## src/rtl/softex_lane_splitter.sv

```systemverilog
// rtl/softex_lane_splitter.sv - stride-interleaving element splitter feeding NUM_LANES softex lanes
// Optional perf counters (stall_cnt_o, beat_cnt_o) are enabled by SOFTEX_LANE_SPLITTER_PERF_EN.
module softex_lane_splitter #(
  parameter int unsigned DATA_WIDTH      = 128,
  parameter int unsigned ELEM_WIDTH      = 16,
  parameter int unsigned NUM_LANES       = 2,
  parameter int unsigned LANE_WIDTH      = DATA_WIDTH / NUM_LANES,
  parameter int unsigned LANE_FIFO_DEPTH = 2,
  parameter int unsigned LEN_WIDTH       = 32
) (
  input  logic                              clk_i,
  input  logic                              rst_ni,
  input  logic                              clear_i,
  input  logic                              start_i,
  input  logic [LEN_WIDTH-1:0]              len_i,
  output logic                              busy_o,
  output logic                              done_o,
  input  logic [DATA_WIDTH-1:0]             in_data_i,
  input  logic [DATA_WIDTH/8-1:0]           in_strb_i,
  input  logic                              in_valid_i,
  output logic                              in_ready_o,
  output logic [NUM_LANES*LANE_WIDTH-1:0]   lane_data_o,
  output logic [NUM_LANES*LANE_WIDTH/8-1:0] lane_strb_o,
  output logic [NUM_LANES-1:0]              lane_valid_o,
  input  logic [NUM_LANES-1:0]              lane_ready_i
`ifdef SOFTEX_LANE_SPLITTER_PERF_EN
  ,
  output logic [31:0]                       stall_cnt_o,
  output logic [31:0]                       beat_cnt_o
`endif
);
  localparam int unsigned EPB = DATA_WIDTH / ELEM_WIDTH;
  localparam int unsigned EPL = EPB / NUM_LANES;
  localparam int unsigned EB  = ELEM_WIDTH / 8;
  localparam int unsigned LSW = LANE_WIDTH / 8;
  localparam int unsigned PW  = (LANE_FIFO_DEPTH > 1) ? $clog2(LANE_FIFO_DEPTH) : 1;
  localparam int unsigned CW  = $clog2(LANE_FIFO_DEPTH + 1);

  if (LANE_WIDTH != DATA_WIDTH / NUM_LANES) begin : g_bad_lane_width
    $error("LANE_WIDTH must equal DATA_WIDTH/NUM_LANES");
  end
  if ((DATA_WIDTH % ELEM_WIDTH) != 0 || (ELEM_WIDTH % 8) != 0 ||
      (EPL * NUM_LANES) != EPB || LANE_FIFO_DEPTH < 1) begin : g_bad_cfg
    $error("invalid softex_lane_splitter configuration");
  end

  typedef enum logic [1:0] {ST_IDLE, ST_RUN, ST_DRAIN} state_e;

  state_e                          r_state;
  logic [LEN_WIDTH-1:0]            r_remaining;
  logic                            r_done;
  logic                            w_clr;
  logic                            w_accept;
  logic [LEN_WIDTH-1:0]            w_rem_next;
  logic [NUM_LANES-1:0]            w_has_space;
  logic [NUM_LANES-1:0]            w_nonempty;
  logic [NUM_LANES*LANE_WIDTH-1:0] w_lane_data;
  logic [NUM_LANES*LSW-1:0]        w_lane_strb;

  assign w_clr      = !rst_ni || clear_i;
  assign in_ready_o = (r_state == ST_RUN) && (&w_has_space);
  assign w_accept   = in_valid_i && in_ready_o;
  assign w_rem_next = (r_remaining > LEN_WIDTH'(EPB)) ? r_remaining - LEN_WIDTH'(EPB) : '0;
  assign busy_o     = (r_state != ST_IDLE);
  assign done_o     = r_done;

  // Element e = s*NUM_LANES + l lands in lane l, slot s; strobes beyond the job length are cleared.
  always_comb begin
    w_lane_data = '0;
    w_lane_strb = '0;
    for (int l = 0; l < NUM_LANES; l++) begin
      for (int s = 0; s < EPL; s++) begin
        w_lane_data[l*LANE_WIDTH + s*ELEM_WIDTH +: ELEM_WIDTH] =
          in_data_i[(s*NUM_LANES + l)*ELEM_WIDTH +: ELEM_WIDTH];
        w_lane_strb[l*LSW + s*EB +: EB] = in_strb_i[(s*NUM_LANES + l)*EB +: EB] &
          {EB{r_remaining > LEN_WIDTH'(s*NUM_LANES + l)}};
      end
    end
  end

  always_ff @(posedge clk_i) begin
    if (w_clr) begin
      r_state     <= ST_IDLE;
      r_remaining <= '0;
      r_done      <= 1'b0;
    end else begin
      r_done <= 1'b0;
      case (r_state)
        ST_IDLE: if (start_i) begin
          if (len_i != '0) begin
            r_remaining <= len_i;
            r_state     <= ST_RUN;
          end else begin
            r_done <= 1'b1;
          end
        end
        ST_RUN: if (w_accept) begin
          r_remaining <= w_rem_next;
          if (r_remaining <= LEN_WIDTH'(EPB)) r_state <= ST_DRAIN;
        end
        ST_DRAIN: if (~|w_nonempty) begin
          r_done  <= 1'b1;
          r_state <= ST_IDLE;
        end
        default: r_state <= ST_IDLE;
      endcase
    end
  end

  // Independent per-lane FIFOs; all are written together, each drains at its own pace.
  for (genvar l = 0; l < NUM_LANES; l++) begin : g_lane
    logic [LANE_WIDTH-1:0] r_mem_data [LANE_FIFO_DEPTH];
    logic [LSW-1:0]        r_mem_strb [LANE_FIFO_DEPTH];
    logic [PW-1:0]         r_wr_ptr;
    logic [PW-1:0]         r_rd_ptr;
    logic [CW-1:0]         r_count;
    logic                  w_pop;

    assign w_has_space[l] = (r_count < CW'(LANE_FIFO_DEPTH));
    assign w_nonempty[l]  = (r_count != '0);
    assign w_pop          = w_nonempty[l] && lane_ready_i[l];

    always_ff @(posedge clk_i) begin
      if (w_clr) begin
        r_wr_ptr <= '0;
        r_rd_ptr <= '0;
        r_count  <= '0;
      end else begin
        if (w_accept) begin
          r_mem_data[r_wr_ptr] <= w_lane_data[l*LANE_WIDTH +: LANE_WIDTH];
          r_mem_strb[r_wr_ptr] <= w_lane_strb[l*LSW +: LSW];
          r_wr_ptr <= (r_wr_ptr == PW'(LANE_FIFO_DEPTH - 1)) ? '0 : r_wr_ptr + PW'(1);
        end
        if (w_pop) begin
          r_rd_ptr <= (r_rd_ptr == PW'(LANE_FIFO_DEPTH - 1)) ? '0 : r_rd_ptr + PW'(1);
        end
        r_count <= r_count + CW'(w_accept) - CW'(w_pop);
      end
    end

    assign lane_valid_o[l]                         = w_nonempty[l];
    assign lane_data_o[l*LANE_WIDTH +: LANE_WIDTH] = w_nonempty[l] ? r_mem_data[r_rd_ptr] : '0;
    assign lane_strb_o[l*LSW +: LSW]               = w_nonempty[l] ? r_mem_strb[r_rd_ptr] : '0;
  end

`ifdef SOFTEX_LANE_SPLITTER_PERF_EN
  logic [31:0] r_stall_cnt;
  logic [31:0] r_beat_cnt;

  always_ff @(posedge clk_i) begin
    if (w_clr || (r_state == ST_IDLE && start_i)) begin
      r_stall_cnt <= '0;
      r_beat_cnt  <= '0;
    end else begin
      if (r_state == ST_RUN && in_valid_i && !in_ready_o && r_stall_cnt != '1)
        r_stall_cnt <= r_stall_cnt + 32'd1;
      if (w_accept && r_beat_cnt != '1)
        r_beat_cnt <= r_beat_cnt + 32'd1;
    end
  end

  assign stall_cnt_o = r_stall_cnt;
  assign beat_cnt_o  = r_beat_cnt;
`endif
endmodule
```

## config.mk

```make
export PLATFORM = sky130hd
export DESIGN_NAME = softex_lane_splitter
export DESIGN_NICKNAME = d
export VERILOG_FILES = /design/src/rtl/softex_lane_splitter.sv
export SDC_FILE = /design/constraint.sdc
export NUM_CORES = 1
export LEC_CHECK = 0
export BUFFER_PORTS_ARGS = -buffer_cell sky130_fd_sc_hd__buf_4
export CORE_ASPECT_RATIO = 1.75
export CORE_UTILIZATION = 53
export DETAILED_ROUTE_END_ITERATION = 16
export GPL_ROUTABILITY_DRIVEN = 0
export PLACE_DENSITY = 0.82
export SETUP_SLACK_MARGIN = 0.02
export SLEW_MARGIN = 10
export SYNTH_ARGS = -nofsm -noshare
export SYNTH_HDL_FRONTEND = slang
export SYNTH_SLANG_ARGS = --single-unit
```

## constraint.sdc

```tcl
create_clock -name clk_i -period 6.3 [get_ports clk_i]
set_input_delay 0.315 -clock clk_i [delete_from_list [all_inputs] [get_ports clk_i]]
set_output_delay 0.315 -clock clk_i [all_outputs]
set_load 0.01 [all_outputs]
```

; ---- After elaboration in Yosys (flattened, before gate mapping)
; Memory sizes are Yosys's and may differ from the RTL's. A register that Yosys moved wholly into a read port is not among the register bits.
; Cells that the tools add are included.
[op_classes]
bitwise_logic = 8
order_cmp = 12
muxes = 34
add_sub_neg = 9
n_eq_ne = 7
n_reduce_logical = 16
[ops]
columns = cell, count
row1 = "32-bit by 3-bit greater-than comparator with 1-bit output, second input constant", 4
row2 = 32-bit 2-to-1 mux, 4
row3 = 64-bit 2-to-1 mux, 2
row4 = "32-bit by 1-bit greater-than comparator with 1-bit output, second input constant", 2
row5 = "32-bit by 2-bit greater-than comparator with 1-bit output, second input constant", 2
row6 = 32-bit one-hot mux with 2 select lines, 1
row7 = "32-bit by 4-bit greater-than comparator with 1-bit output, second input constant", 1
row8 = "32-bit by 4-bit <= comparator with 1-bit output, second input constant", 1
row9 = 32-bit nonzero test, 1
row10 = "32-bit by 4-bit subtractor with 32-bit output, second input constant", 1
row11 = 1-bit 2-to-1 mux, 18
row12 = 2-bit AND, 8
row13 = 8-bit 2-to-1 mux, 2
row14 = 2-bit 2-to-1 mux, 5
row15 = "2-bit inequality test, second input constant", 4
row16 = 2-bit nonzero test, 4
row17 = 2-bit one-hot mux with 3 select lines, 1
row18 = 5-bit AND reduction, 1
row19 = "1-bit adder, second input constant", 4
row20 = 2-bit by 1-bit adder with 2-bit output, 2
row21 = 1-bit logical AND, 4
row22 = "2-bit < comparator, second input constant", 2
row23 = 4-bit AND reduction, 1
row24 = 2-bit by 1-bit subtractor with 2-bit output, 2
row25 = other kinds (9), 9
[totals]
n_memories = 4
output_inout_bits = 149
word_cells = 99
inputBits = 183
reg_bits = 43
ram_bits = 288
[memory_table]
columns = name, depth, width, rd, rd_ports_with_merged_regs, wr, line_no
row1 = g_lane[0].r_mem_data, 2, 64, 1, 1, 1, 112  ; logic [LANE_WIDTH-1:0] r_mem_data [LANE_FIFO_DEPTH];
row2 = g_lane[1].r_mem_data, 2, 64, 1, 1, 1, 112
row3 = g_lane[0].r_mem_strb, 2, 8, 1, 1, 1, 113  ; logic [LSW-1:0] r_mem_strb [LANE_FIFO_DEPTH];
row4 = g_lane[1].r_mem_strb, 2, 8, 1, 1, 1, 113

; ---- Longest topological paths before layout
; Gate-level depths: netlist of run 1.
[logic_depth]
ltp_word = 7
depth_mapped = 9
ltp_nobuf = 9

; ---- Least setup slack after synthesis of run 1
; Ideal clock, no wire load.
[synth_timing]
path_type = register -> register
start = register r_state[1]
end = memory g_lane[0].r_mem_data[0][0] (netlist name), enable pin
slack_ns = 1.727
n_path_buf = 0
arrival_time_ns = 4.070
path_stages_with_launch = 5
cell_sequence = dfxtp_1 nand2b_1 nor2_1 nand2_1 nor2_1
[synth_via]
elab_chain_cells = 6
[synth_lines]
columns = item, line_no
row1 = "start, declared", 49  ; state_e r_state;
row2 = "start signal, assigned", 83  ; r_state <= ST_IDLE;
row3 = "start signal, assigned", 92  ; r_state <= ST_RUN;
row4 = "start signal, assigned", 99  ; if (r_remaining <= LEN_WIDTH'(EPB)) r_state <= ST_DRAIN;
row5 = 2-bit by 1-bit == test with 1-bit output, 61  ; assign in_ready_o = (r_state == ST_RUN) && (&w_has_space);
row6 = 1-bit logical AND, 61
row7 = 1-bit logical AND, 62  ; assign w_accept = in_valid_i && in_ready_o;
row8 = via w_accept, 53  ; logic w_accept;
row9 = 1-bit 2-to-1 mux, 129  ; if (w_accept) begin
row10 = 1-bit 2-to-1 mux, 124  ; if (w_clr) begin
row11 = 1-bit 2-to-1 mux (implied by the code), 130  ; r_mem_data[r_wr_ptr] <= w_lane_data[l*LANE_WIDTH +: LANE_WIDTH];
row12 = "end, declared", 112
; The timed path passes the listed nets, and every way through them passes these cells.

; ---- Final worst setup path of run 1
[layout_timing]
start = register r_state[0]
end = memory g_lane[0].r_mem_data[0][60] (netlist name), enable pin
; Same word-level chain as after synthesis.

==> summary.md, run 1 <==
| Metric | Value |
|---|---|
| Synthesis Warnings | 0 |
| DRT iter0 DRCs | 874 |
| Cell area after layout | 18,900 um^2 |
| Die W | between 100 and 150 um |
| Maximum VDD drop | 0.187 mV |
| Routed wire length | 37,800 um |
| CTS tree | built |
| GRT Util Overall | 0.273 |
| Cell area after synthesis | around 14,000 um^2 |
| Tmin final | 3.54 ns |
| Power density over cell area | 253 nW/um^2 |
| Layout cells sized above 1 | 0.285 |
| Clock sinks | roughly 330 |
| Kind of critical path | reg -> reg |
| Row cnt | 78 |
| Die Height | approximately 220 um |
| Crit path capture type | flop |
| Seq/Total Area, Yosys | 0.687 |
| Post-synth EDFFs | 288 |
| Drt first pass iters | 11 |
| Fraction of registers with async set/reset | 0 |
| Worst-path fanout max | between 40 and 50 |
| Mapped Cells | 1,011 |
| #FFs+latches synth | 333 |
| Worst-Skew Late Latency | roughly 0.55 ns |
| PostCTS Resize Cnt | 0 |
| Worst EP arrival | 3.72 ns |
| Setup TNS | 0 ns |
| Worst rel slew slack | 0.243 |
| Layout net count | between 1,500 and 2,000 |
| Routed vias/inst | roughly 5.8 |
| Clock Tree Buf Depth | 3 |
| Starting density of the core | 0.538 |
| Tightest Pin Transition | 1.14 ns |
| DRC violations left | 0 |
| Number of primary I/O pins | approximately 330 |
| # port buffers | 331 |
| Most common cell after layout, fill and taps aside | buf_4 |
| Initial antenna violation count | 4 |
| Unique masters post-synth | 66 |
| Clk slew on worst S/H paths | 0.07 ns |
| Area grow syn2layout | 36.2% |
| Synth Net Count | 1,200 |
| Root buf cell | clkbuf_16 |
| DPL Wire Length | 24,100 um |
| Average cell area after synthesis | 13.8 um^2 |
| Die footprint | 26,900 um^2 |
| Wire per inst | between 20 and 25 um |
| Post-route ant nets | 0 |
| H-tree Lvls | 1 |
| Area after DPL | 16,700 um^2 |
| Setup violations, final | 0 |
| Grt ovf | 0 |
| Most frequent cells in the layout | buf_4, edfxtp_1, nor2_1 |
| Slew Limit Fails | 0 |
| Core Box Area | 25,900 um^2 |
| Outcome | finished clean |
| Vias in the first global route | 10,586 |
| Final cycle utilization of the critical path | 0.561 |
| RSZ-0062 raised after global routing | false |
| Global-route wire length before repair | 57,000 um |
| Total number of vias | ~10,000 |
| Most used flip-flop cell after synthesis | edfxtp_1 |
| Static leakage | just under 7 nW |
| CP required | 6.48 ns |
| Final Skew | approximately 0.019 ns |
| Inserted Clock Buffers | 29 |
| Peak Freq | approximately 0.28 GHz |
| Final Hold Viols | 0 |
| Hold Path Class | in -> reg |
| Largest net degree at the start of global routing | 75 |
| CP Launch Type | flop |
| Max_cap viols | 0 |
per-stage QoR:
stage	worst slack, ns	hold WS [ns]	utilization	instances	power (mW)
after CTS	2.80	0.00561	0.732	1795	4.79
after global placement	2.91	0.447	0.644	1614	2.89
after floorplan	1.73	0.414	-	1011	2.71
after global routing	2.48	0.0356	0.732	1799	4.92
after detailed placement	2.79	0.470	0.644	1614	2.90
final	2.76	0.0413	0.733	1800	4.78
timing repair:
action                     CTS  global route
hold buffers               128             0
hold endpoints to repair   256             0
setup endpoints to repair    0             0
buffers inserted             0             0
state kept, by name (all words and copies together), names as in the netlist, named ones only:
| signal | flops |
|---|---|
| r_remaining | 32 |
| g_lane.r_mem_data | 256 |
| done_o | 1 |
| g_lane.r_rd_ptr | 2 |
| r_state | 2 |
| g_lane.r_mem_strb | 32 |
| g_lane.r_count | 4 |
| g_lane.r_wr_ptr | 2 |
layer usage:
metal	share of wire	vias up	global-route usage	routed length, um
met3	0.054	167	0.0343	2050
met1	0.34	5026	0.294	13000
met5	0	-	0	0
li1	-	4709	-	-
met4	0.073	0	0.191	2740
met2	0.53	536	0.491	20000
final cells by class:
cell class	instances	area (um^2)
flip-flops and latches	333	9560
diodes	5	12.5
clock buffers	30	729
multi-input cells	606	4090
clock inverters	23	264
fillers	1667	6920
inverters	13	48.8
well taps	320	400
repair buffers	470	3850
power by group:
| group | switching, mW | internal (mW) | leakage (nW) | total (mW) |
|---|---|---|---|---|
| Sequential | 0.0180 | 2.42 | 2.96 | 2.43 |
| Clock | 0.790 | 1.05 | 0.485 | 1.84 |
| Combinational | 0.269 | 0.237 | 3.49 | 0.506 |
synthesized netlist by cell type (4+ instances only):
cell         n  area share
o32ai_1      7      0.0044
nor2_1     188       0.051
mux2i_1    144        0.10
nand2_1     33      0.0089
nor2b_1      6      0.0027
o2bb2ai_1    6      0.0038
and2_1      16      0.0072
buf_1       13      0.0035
nor3_1      18      0.0065
inv_1       12      0.0032
and4_1       4      0.0025
o22ai_1     12      0.0054
or4_1        4      0.0022
a32o_1       5      0.0036
nand3_1     14      0.0050
or3_1        5      0.0022
a32oi_1     16       0.010
nand4_1      8      0.0036
a21oi_1     17      0.0061
and3_1       5      0.0022
nor4_1      15      0.0067
a22oi_1     10      0.0054
ha_1         6      0.0054
edfxtp_1   288        0.62
a31oi_1      4      0.0018
clkbuf_1    34      0.0092
o21ai_0      9      0.0032
nor4_2       4      0.0036
dfxtp_1     45       0.065
buf_2        6      0.0022
xnor2_1      6      0.0038
path summary, 6_finish.rpt:
kind,from,endpoint,slack [ns],cells after the start
worst min register to register,r_remaining[9],r_remaining[9],0.49,1
worst max-delay path,r_state[0],g_lane[0].r_mem_data[0][60],2.76,5
worst min-delay path,len_i[20],r_remaining[20],0.04,3
worst max register to register,r_state[0],g_lane[0].r_mem_data[0][60],2.76,5
critical path, stage by stage (launching register included):
cell and delay (ns):
dfxtp_1 0.50, nand2b_1 0.42, nor2_1 0.61, nand2_1 0.29
nor2_4 0.67, buf_4 0.65
cells by family after synthesis:
logic type | count (synthesis) | share of synthesized area
XOR/XNOR | 8 | 0.00504
flip-flops | 333 | 0.687
multiplexers | 144 | 0.104
AO/OA/AOI/OAI | 107 | 0.0581
AND/OR/NAND/NOR | 341 | 0.119
buffers and inverters | 72 | 0.0224
adder cells (fa/ha/maj) | 6 | 0.00540
Power figures use the tool's default switching activity.
==> run 2, diff against run 1 <==
CORE_UTILIZATION = 49   (was 53)
PLACE_DENSITY = 0.8   (was 0.82)
clock period = 2.8 ns   (was 6.3 ns; I/O delays follow)
==> summary.md, run 2 (synthesis gave the netlist of run 1 again) <==
| Metric | Value |
|---|---|
| # port buffers | 331 (unchanged) |
| Most common cell after layout, fill and taps aside | buf_4 |
| Worst rel slew slack | 0.316 (+0.0729) |
| Final Hold Viols | 0 (unchanged) |
| Crit path capture type | flop |
| Root buf cell | clkbuf_16 |
| Largest regs | g_lane.r_mem_data (256), g_lane.r_mem_strb (32), r_remaining (32) |
| Die footprint | 29,100 um^2 (+8.1%) |
| CP required | 3.24 ns (-3.24 ns) |
| Inserted Clock Buffers | 29 (unchanged) |
| Vias in the first global route | 11,055 (+4.4%) |
| Worst path bufs/invs | 0 (-1) |
| Top Metal Used | met4 |
| Number of primary I/O pins | 332 (unchanged) |
| WL met1 | 13,500 um (+3.6%) |
| Pwr Total | 10.7 mW (+120%) |
| Internal power | 8.29 mW (+120%) |
| P_sw | 2.44 mW (+130%) |
| Global-route wire length before repair | 59,900 um (+5.1%) |
| Worst-path fanout max | 19 (-59%) |
| Comb pwr share | 0.114 (+0.008) |
| CP top delay family | compound AO/OA/AOI/OAI gates |
| H-tree Lvls | 1 (unchanged) |
| Flop pwr share | 0.510 (about the same) |
| Routed wl met3 | 2550 um (+24%) |
| Reg with most FFs | g_lane.r_mem_data |
| DPL Wire Length | 25,400 um (+5.4%) |
| Tmin final | 2.58 ns (-0.956 ns) |
| Clock sinks | 333 (unchanged) |
| Die Height | 225 um (+4.0%) |
| Final critical-path setup slack | 0.219 ns (-2.54 ns) |
| Setup violations, final | 0 (unchanged) |
| Slew Limit Fails | 0 (unchanged) |
| Most frequent CP cell | a32o_1 |
| Max reg flops | 256 (unchanged) |
| Hold Path Class | in -> reg |
| Starting density of the core | 0.497 (-0.0406) |
| Final cycle utilization of the critical path | 0.922 (+0.360) |
| Layout cells sized above 1 | 0.283 (-0.00277) |
| Total number of vias | 10,773 (+3.2%) |
| Drt first pass iters | 6 (-5) |
| Crit-path slowest cell | nor4_1 |
| Final Skew | 0.0102 ns (-0.00880 ns) |
| Clock network fraction of total power | 0.376 (-0.010) |
| Wire per inst | 21.2 um (+1.1%) |
| Core Box Area | 28,000 um^2 (+8.2%) |
| DRT iter0 DRCs | 847 (-3.1%) |
| Kind of critical path | reg -> reg |
| Layout net count | 1,707 (+4.0%) |
| Sw Ratio | 0.227 (+0.00229) |
| Most frequent cells in the layout | buf_4, edfxtp_1, nor2_1 |
| CTS tree | built |
| Row cnt | 81 (+3.8%) |
| Die W | 129 um (+3.9%) |
| Cells along the critical path | nor4_1 > and4_4 > a31oi_2 > a32o_1 > a32o_1 |
| Post-route ant nets | 0 (unchanged) |
| Crit-path max cell delay | 0.62 ns (-0.05 ns) |
| RSZ-0062 raised after global routing | false |
| Grt ovf | 0 (unchanged) |
| GRT Util Overall | 0.274 (+0.00157) |
| Largest net degree at the start of global routing | 74 (-1.3%) |
| CP Launch Type | flop |
| Routed vias/inst | 5.63 (-3.0%) |
| Area grow syn2layout | 41.1% |
| DRC violations left | 0 (unchanged) |
| Routed wire length | 40,600 um (+7.6%) |
| Max_cap viols | 0 (unchanged) |
| Initial antenna violation count | 2 (-2) |
| Pre-CTS setup slack | 0.343 ns (-2.44 ns) |
| Static leakage | 7.21 nW (+4.0%) |
| Clk slew on worst S/H paths | 0.07 ns (about the same) |
| Worst-Skew Late Latency | 0.56 ns (about the same) |
| Maximum VDD drop | 0.583 mV (+210%) |
| Peak Freq | 0.387 GHz (+37%) |
| Worst EP arrival | 3.02 ns (-0.70 ns) |
| Outcome | finished clean |
| Power density over cell area | 547 nW/um^2 (+120%) |
| Tightest Pin Transition | 1.02 ns (-0.113 ns) |
| WL met2 | 22,100 um (+10%) |
| Clock Tree Buf Depth | 3 (unchanged) |
run 2: per-stage QoR:
stage / cell area (um^2) / utilization / TNS, ns / cells / hold slack (ns)
after global placement: 17000 / 0.606 / 0 / 1688 / 0.325
after detailed placement: 17000 / 0.606 / 0 / 1688 / 0.327
after floorplan: 13900 / - / -86.38 / 1011 / 0.239
after global routing: 19600 / 0.702 / 0 / 1914 / 0.0185
final: 19600 / 0.702 / 0 / 1915 / 0.0226
after CTS: 19600 / 0.701 / 0 / 1912 / 0.00174
run 2: tightest hold or removal path, stage by stage:
cell     delay, ns
buf_4         0.09
a32oi_1       0.08
o32ai_1       0.22
run 2: layout make-up:
cell class / count / area (um^2)
Antenna cell: 3 / 7.51
Sequential cell: 333 / 9560
Inverter: 13 / 48.8
Clock inverter: 20 / 209
Tap cell: 373 / 467
Fill cell: 1803 / 8340
Multi-Input combinational cell: 606 / 4080
Clock buffer: 32 / 737
Timing Repair Buffer: 535 / 4520
run 2: path summary, 6_finish.rpt:
check                                     start              end  slack (ns)  cells past startpoint
worst max-delay path            r_remaining[31]   r_remaining[5]        0.22                      5
worst min-delay path                  len_i[11]  r_remaining[11]        0.02                      3
worst max register to register  r_remaining[31]   r_remaining[5]        0.22                      5
worst min register to register  r_remaining[22]  r_remaining[22]        0.48                      2
run 2: timing repair:
action / 4_1_cts / 5_1_grt
hold endpoints to repair: 316 / 0
hold buffers: 172 / 0
resized for setup: 0 / 0
buffers inserted: 0 / 0
run 2: layer usage:
metal	vias to the layer above	global-route usage
li1	4834	-
met1	5174	0.280
met2	595	0.514
met3	170	0.0373
met4	0	0.171
met5	-	0
run 2: power groups by stage:
| stage | Clock [mW] | Combinational (mW) | Sequential [mW] |
|---|---|---|---|
| 2_1_floorplan | 0 | 0.516 | 5.57 |
| 3_3_place_gp | 0 | 0.948 | 5.58 |
| 3_5_place_dp | 0 | 0.968 | 5.58 |
| 4_1_cts | 4.09 | 1.18 | 5.48 |
| 5_1_grt | 4.29 | 1.29 | 5.48 |
| 6_report | 4.04 | 1.22 | 5.48 |
==> run 3, diff against run 2 <==
REMOVE_ABC_BUFFERS = 1   (was not set)
==> summary.md, run 3 (synthesis gave the netlist of run 1 again) <==
| Metric | Value |
|---|---|
| Outcome | finished clean |
| Layout net count | 1,709 (+0.12%) |
| Power density over cell area | 550 nW/um^2 (+0.53%) |
| RSZ-0062 raised after global routing | false |
| H-tree Lvls | 1 (unchanged) |
| Tmin final | 2.63 ns (+0.0522 ns) |
| Largest net degree at the start of global routing | 74 (unchanged) |
| Reg with most FFs | g_lane.r_mem_data |
| Total number of vias | 10,825 (+0.48%) |
| Number of primary I/O pins | 332 (unchanged) |
| Routed wire length | 40,900 um (+0.73%) |
| WL met1 | 13,000 um (-3.1%) |
| GRT Util Overall | 0.278 (+0.00372) |
| Peak Freq | 0.380 GHz (-2.0%) |
| Final cycle utilization of the critical path | 0.940 (+0.0186) |
| Maximum VDD drop | 0.534 mV (-8.5%) |
| Wire per inst | 21.3 um (+0.41%) |
| Clock sinks | 333 (unchanged) |
| Cts hold-fix bufs | 175 (+1.7%) |
| Core Box Area | 28,000 um^2 (unchanged) |
| Root buf cell | clkbuf_16 |
| Most common cell after layout, fill and taps aside | buf_4 |
| Clock Tree Buf Depth | 3 (unchanged) |
| Final Skew | 0.0235 ns (+0.0132 ns) |
| Post-CTS setup buffers | 0 (unchanged) |
| # port buffers | 331 (unchanged) |
| Top Metal Used | met5 |
| Max_cap viols | 0 (unchanged) |
| Die Height | 225 um (unchanged) |
| Most frequent cells in the layout | buf_4, edfxtp_1, nor2_1 |
| Initial antenna violation count | 6 (+4) |
| Fill cell count | 1,832 (+1.6%) |
| DRT iter0 DRCs | 820 (-3.2%) |
| Largest regs | g_lane.r_mem_data (256), g_lane.r_mem_strb (32), r_remaining (32) |
| Placed insts | 1,687 (-0.059%) |
| DRC violations left | 0 (unchanged) |
| Row cnt | 81 (unchanged) |
| Grt ovf | 0 (unchanged) |
| Kind of critical path | in -> reg |
| Pwr Total | 10.9 mW (+1.2%) |
| CP required | 3.28 ns (+0.04 ns) |
| Cells along the critical path | dlygate4sd3_1 > buf_4 > nor4_1 > and4_1 > a31o_2 > a21oi_1 > o22ai_1 |
| Reg2Reg Setup Slack | 0.36 ns (+0.14 ns) |
| CP top delay family | simple AND/OR/NAND/NOR gates |
| Area grow syn2layout | 42.1% |
| Inserted Clock Buffers | 29 (unchanged) |
| Worst path bufs/invs | 2 (+2) |
| Hold Path Class | in -> reg |
| Vias in the first global route | 11,188 (+1.2%) |
| Slew Limit Fails | 0 (unchanged) |
| Crit-path slowest cell | nor4_1 |
| Crit path capture type | flop |
| Routed wl met3 | 2810 um (+9.9%) |
| CTS tree | built |
| Post-route ant nets | 0 (unchanged) |
| Max reg flops | 256 (unchanged) |
| Worst-path fanout max | 27 (+8) |
| Routed vias/inst | 5.64 (+0.17%) |
| Worst rel slew slack | 0.273 (-0.0424) |
| Drt first pass iters | 6 (unchanged) |
| Setup violations, final | 0 (unchanged) |
| Global-route wire length before repair | 60,500 um (+1.1%) |
| Static leakage | 7.26 nW (+0.61%) |
| Clk slew on worst S/H paths | 0.07 ns (about the same) |
| Crit-path max cell delay | 0.82 ns (+0.20 ns) |
| Starting density of the core | 0.497 (unchanged) |
| Die footprint | 29,100 um^2 (unchanged) |
| Layout cells sized above 1 | 0.285 (+0.00186) |
| WL met2 | 21,900 um (-0.67%) |
| Post-layout util | 0.706 (+0.00461) |
| Tightest Pin Transition | 1.08 ns (+0.0595 ns) |
| Die W | 129 um (unchanged) |
| CP Launch Type | primary input |
| DPL Wire Length | 25,500 um (+0.34%) |
| Final Non-Filler Cells | 1,921 (+0.31%) |
| Worst-Skew Late Latency | 0.56 ns (about the same) |
| Worst EP arrival | 3.11 ns (+0.09 ns) |
| PostCTS Resize Cnt | 0 (unchanged) |
| Final Hold Viols | 0 (unchanged) |
==> run 3: changes by cell type in the layout (fill, tap and decap cells not counted), moves of 2 or more <==
cell | previous run | this run
dlygate4sd3_1 | 172 | 175
and3_2 | 2 | 0
inv_8 | 0 | 2
buf_4 | 357 | 351
clkinv_1 | 7 | 3
clkinv_2 | 3 | 7
and3_4 | 0 | 2
diode_2 | 3 | 5
clkinvlp_2 | 2 | 0
buf_12 | 6 | 11
==> run 3: path summary, 6_finish.rpt <==
kind | from | endpoint | depth (start not counted)
max | len_i[30] | r_remaining[13] | 7
min | lane_ready_i[1] | flop | 4
max reg2reg | r_remaining[31] | r_remaining[13] | 6
min reg2reg | r_remaining[22] | r_remaining[22] | 2
==> run 3: area by class of cell <==
class / count / area, um^2 / area share
multi-input cells: 606 / 4090 / 0.207
clock buffers: 33 / 741 / 0.0375
well taps: 373 / 467 / 0.0236
flip-flops and latches: 333 / 9560 / 0.484
diodes: 5 / 12.5 / 0.000633
clock inverters: 21 / 236 / 0.0120
inverters: 13 / 48.8 / 0.00247
repair buffers: 537 / 4610 / 0.233
==> run 3: layer usage <==
| metal | vias to the layer above | track usage |
|---|---|---|
| met3 | 195 | 0.0421 |
| met4 | 2 | 0.205 |
| met1 | 5160 | 0.275 |
| met2 | 616 | 0.513 |
| met5 | - | 0 |
| li1 | 4852 | - |
==> run 3: where the power goes <==
| group | internal, mW | switching (mW) |
|---|---|---|
| clock network | 2.31 | 1.83 |
| registers | 5.43 | 0.0440 |
| logic | 0.601 | 0.644 |
==> run 3: worst min-delay path, stage by stage <==
cell and delay [ns]:
buf_4 0.08, and2_1 0.16, xnor2_1 0.09, nor2_1 0.07
==> run 3: through the flow <==
step | hold WS [ns] | instance area [um^2] | setup TNS (ns) | setup slack, ns
after CTS | 0.00171 | 19700 | 0 | 0.280
after detailed placement | 0.328 | 17000 | 0 | 0.253
final | 0.0259 | 19800 | 0 | 0.167
after global routing | 0.0307 | 19800 | 0 | 0.167
after floorplan | 0.239 | 13600 | -469.02 | -2.14
after global placement | 0.325 | 17000 | 0 | 0.319
